## config.mk

```make
export PLATFORM = sky130hd
export DESIGN_NAME = forward_grant_ctrl
export DESIGN_NICKNAME = d
export VERILOG_FILES = /design/src/rtl/forward_grant_ctrl.sv
export SDC_FILE = /design/constraint.sdc
export NUM_CORES = 1
export LEC_CHECK = 0
export BUFFER_PORTS_ARGS = -buffer_cell sky130_fd_sc_hd__buf_2
export CORE_MARGIN = 5
export CORE_UTILIZATION = 42
export CTS_BUF_LIST = sky130_fd_sc_hd__clkbuf_8
export CTS_CLUSTER_SIZE = 14
export DETAILED_ROUTE_END_ITERATION = 12
export SLEW_MARGIN = 15
export SYNTH_ARGS = -nofsm -noshare
export SYNTH_HDL_FRONTEND = slang
export SYNTH_SLANG_ARGS = --single-unit
```

## constraint.sdc

```tcl
create_clock -name i_clk -period 4.5 [get_ports i_clk]
set_input_delay 1.125 -clock i_clk [delete_from_list [all_inputs] [get_ports i_clk]]
set_output_delay 1.125 -clock i_clk [all_outputs]
set_load 0.02 [all_outputs]
```

## src/rtl/forward_grant_ctrl.sv

```systemverilog
// rtl/forward_grant_ctrl.sv - per-port forwarding-window scheduler aligned to switch slots
module forward_grant_ctrl #(
    parameter int P_GUARD_CYCLES    = 16,
    parameter int P_BYTES_PER_CYCLE = 8
) (
    input  logic        i_clk,
    input  logic        i_rst,
    input  logic        i_slot_start,
    input  logic [15:0] i_slot_cycles,
    input  logic        i_slot_enable,
    input  logic        i_forward_req,
    output logic        o_forward_resp,
    output logic [31:0] o_forward_byte,
    output logic        o_forward_byte_valid,
    input  logic        i_forward_finish,
    output logic        o_busy,
    output logic [15:0] o_grant_cnt,
    output logic [15:0] o_timeout_cnt
);

    typedef enum logic [1:0] {
        S_IDLE   = 2'd0,
        S_GRANT  = 2'd1,
        S_ACTIVE = 2'd2
    } state_t;

    localparam logic [31:0] GUARD = 32'(P_GUARD_CYCLES);
    localparam logic [31:0] BPC   = 32'(P_BYTES_PER_CYCLE);

    state_t      state;
    logic        pending;
    logic [15:0] win_cnt;
    logic [31:0] slot_ext;
    logic [31:0] budget;
    logic        grant_now;

    // Byte budget for the slot being offered; zero when the guard eats the whole slot
    always_comb begin
        slot_ext = {16'd0, i_slot_cycles};
        budget   = 32'd0;
        if (slot_ext > GUARD) begin
            budget = (slot_ext - GUARD) * BPC;
        end
    end

    assign grant_now = (state == S_IDLE) && i_slot_start && pending &&
                       i_slot_enable && (budget != 32'd0);

    // Pending request flag: a new request wins over the clear in the grant cycle
    always_ff @(posedge i_clk) begin
        if (!i_rst) begin
            pending <= 1'b0;
        end else if (i_forward_req) begin
            pending <= 1'b1;
        end else if (state == S_GRANT) begin
            pending <= 1'b0;
        end
    end

    // Window FSM with registered grant, budget, busy and statistics outputs
    always_ff @(posedge i_clk) begin
        if (!i_rst) begin
            state                <= S_IDLE;
            win_cnt              <= 16'd0;
            o_forward_resp       <= 1'b0;
            o_forward_byte       <= 32'd0;
            o_forward_byte_valid <= 1'b0;
            o_busy               <= 1'b0;
            o_grant_cnt          <= 16'd0;
            o_timeout_cnt        <= 16'd0;
        end else begin
            o_forward_resp       <= 1'b0;
            o_forward_byte_valid <= 1'b0;
            case (state)
                S_IDLE: begin
                    if (grant_now) begin
                        state                <= S_GRANT;
                        win_cnt              <= i_slot_cycles;
                        o_forward_resp       <= 1'b1;
                        o_forward_byte_valid <= 1'b1;
                        o_forward_byte       <= budget;
                        o_busy               <= 1'b1;
                    end
                end
                S_GRANT: begin
                    // win_cnt already holds the slot length; it starts counting in ACTIVE
                    state <= S_ACTIVE;
                    if (o_grant_cnt != 16'hFFFF) begin
                        o_grant_cnt <= o_grant_cnt + 16'd1;
                    end
                end
                S_ACTIVE: begin
                    win_cnt <= win_cnt - 16'd1;
                    if (i_forward_finish) begin
                        state  <= S_IDLE;
                        o_busy <= 1'b0;
                    end else if (i_slot_start || (win_cnt == 16'd1)) begin
                        // Expiry or a slot boundary overrunning the window: the slot_start is consumed
                        state  <= S_IDLE;
                        o_busy <= 1'b0;
                        if (o_timeout_cnt != 16'hFFFF) begin
                            o_timeout_cnt <= o_timeout_cnt + 16'd1;
                        end
                    end
                end
                default: begin
                    state  <= S_IDLE;
                    o_busy <= 1'b0;
                end
            endcase
        end
    end

endmodule

```

==> metrics <==
run status finished, final reports clean; top-count cell post-synth dfxtp_1; crit-path cells buf_2 -> or4_4 -> o21ai_0 -> nand2_1 -> nand2_1 -> nor2_1 -> o311a_1; GRT Total Usage 0.187; min-delay worst type flop to flop; post-synthesis sequential area ratio 0.369; final core occ 0.502; post-synth top area share 0.369; RSZ-0062 raised after global routing no; Max stage delay on crit path 620 ps; Post-CTS Setup Bufs 0; Synth Instances 472; CP delay by family, top simple AND/OR/NAND/NOR gates; Synth async-reset ratio 0; top post-synthesis cells by area dfxtp_1, a21oi_1, nor2_1; largest area contributor in the netlist dfxtp_1; CTS tree done; final hold slack 461 ps; Tcrit/Tclk final 0.736; layout cell share with drive strength beyond 1 0.224; flops & latches, synth 70; leakage 1.79 nW; slowest CP cell nand2_1; wire per inst 15.9 µm; PortBufs 85; slew margin rel. 0.436; Die X 105 µm; measured slew at the worst slew-check pin 846 ps; syn_area_per_cell 8.05 µm²; via count 3,657; Root Driver clkbuf_8; IO Pins 89; row cnt 34; Routed WL 10,300 µm; gpl congestion 0.870; WP data required 4730 ps; Cell Area, Synth 3800 µm²; CTS resizes 0; latest clock arrival within the worst-skew pair 340 ps; Area growth syn-to-layout 15.8%; f_max 0.302 GHz; Num CTS Buffers 9; hold bufs inserted after CTS 0; initial core utilization 0.433; Post-layout nets 565; most used cell along the critical path nand2_1; post-detail-place hpwl 7440 µm; Routed Antenna Nets 0; CP Class primary input to flop; Post-synth EDFFs 0; initial antenna violation count 0; final hold vios 0; Fin Clk Skew 10.6 ps; vias in the first global route 3,417; vias per inst 5.63; die area 11,000 µm²; PwrDens 303 nW/µm²; Core Region 8760 µm²; Setup-failing EPs final 0; Yosys warnings 0; largest net degree at the start of global routing 32; synth unique cells 59; Max-cap violations 0; Antenna Cells 0; Final Critical Period 3310 ps; commonest register cell after synthesis dfxtp_1; Critical Path End Type flop; DRC 0; Die Ht 105 µm; Setup TNS 0 ps; top cells by count, synth dfxtp_1, nor2_1, a21oi_1; depth of the CTS H-tree 3; Worst Path Max Fanout 21; Critical Path AT 3550 ps; clk sink count 70; peak supply drop 0.174 mV; global route overflow 0; clock-pin slew on the worst setup and hold paths 80 ps; Iter 0 DRT Violations 235; clock buffer depth 2; DRT Pass-1 Iters 5; global-route wire length before repair 17,200 µm; Max Transition Viols Final 0; Worst Setup Start Kind primary input; Buf+Inv Stages, Crit Path 1
## layer usage
metal,GRT usage,vias to the layer above,share of wire
met3,0.0506,16,0.074
met4,0.0539,0,0.013
li1,-,1847,-
met1,0.260,1661,0.48
met5,0,-,0
met2,0.282,133,0.43
## sequential cells by signal, indices dropped and copies added, names as in the netlist
name                  flops
o_grant_cnt              16
o_timeout_cnt            16
o_forward_byte_valid      1
o_forward_byte           17
o_busy                    1
pending                   1
win_cnt                  16
state                     2
## per-stage QoR
stage	setup slack (ps)	power, mW	instances	cell area [µm²]
final	1190	1.33	649	4400
after detailed placement	886	0.779	634	4180
after CTS	1240	1.34	649	4400
after global routing	1020	1.40	649	4400
after global placement	955	0.777	634	4180
after floorplan	1470	0.739	474	3810
## layout make-up
class                      instances  area [µm²]
sequential                        70        1400
timing repair buffer              90         463
inverter                          13        48.8
tap                              108         135
fill                             901        4360
multi-input combinational        353        2130
clock inverter                     5        83.8
clock buffer                      10         138
## layout by cell type, fill, tap and decap left out, types with 6 or more instances in the layout
master	n
xor2_1	11
nand2b_1	8
o211ai_1	8
ha_1	6
xnor2_1	13
o21ai_0	32
dfxtp_1	70
and3_1	6
a21oi_1	38
nand3_1	23
nor4_1	7
a211oi_1	6
nor2_1	47
buf_2	85
nand4_1	22
or4_1	6
nor3_1	10
clkbuf_8	10
nand2_1	36
inv_1	13
or3_1	11
## worst reg2reg max path, stage by stage, from the launching register on
cell and delay, ps:
dfxtp_1 380, nor4_1 500, nand2_1 240, o21bai_2 330, nand3_1 340, or4_1 550
a21oi_1 140
## power by group
group	leakage [nW]	switching (mW)	internal (mW)
Clock	0.105	0.242	0.325
Sequential	0.566	0.0108	0.632
Combinational	1.12	0.0827	0.0410
Total	1.79	0.336	0.998
## kinds of logic (layout without fill, tap and decap cells)
family | after synthesis | after routing | share of synthesized area
other | 1 | 3 | 0.000987
AO/OA/AOI/OAI | 115 | 115 | 0.188
multiplexers | 5 | 5 | 0.0132
XOR/XNOR | 24 | 24 | 0.0553
buffers and inverters | 51 | 118 | 0.0721
adder cells (fa/ha/maj) | 6 | 6 | 0.0198
flip-flops | 70 | 70 | 0.369
AND/OR/NAND/NOR | 200 | 200 | 0.282
## path summary, 6_finish.rpt
kind	from	to	slack [ps]	cells after the start
worst max register to register	win_cnt[7]	o_timeout_cnt[13]	1930	6
worst min register to register	o_forward_byte[11]	o_forward_byte[11]	460	2
worst max-delay path	i_slot_cycles[3]	win_cnt[5]	1190	7
worst min-delay path	o_forward_byte[11]	o_forward_byte[11]	460	2
No activity file was read; power rests on OpenSTA's default activity.
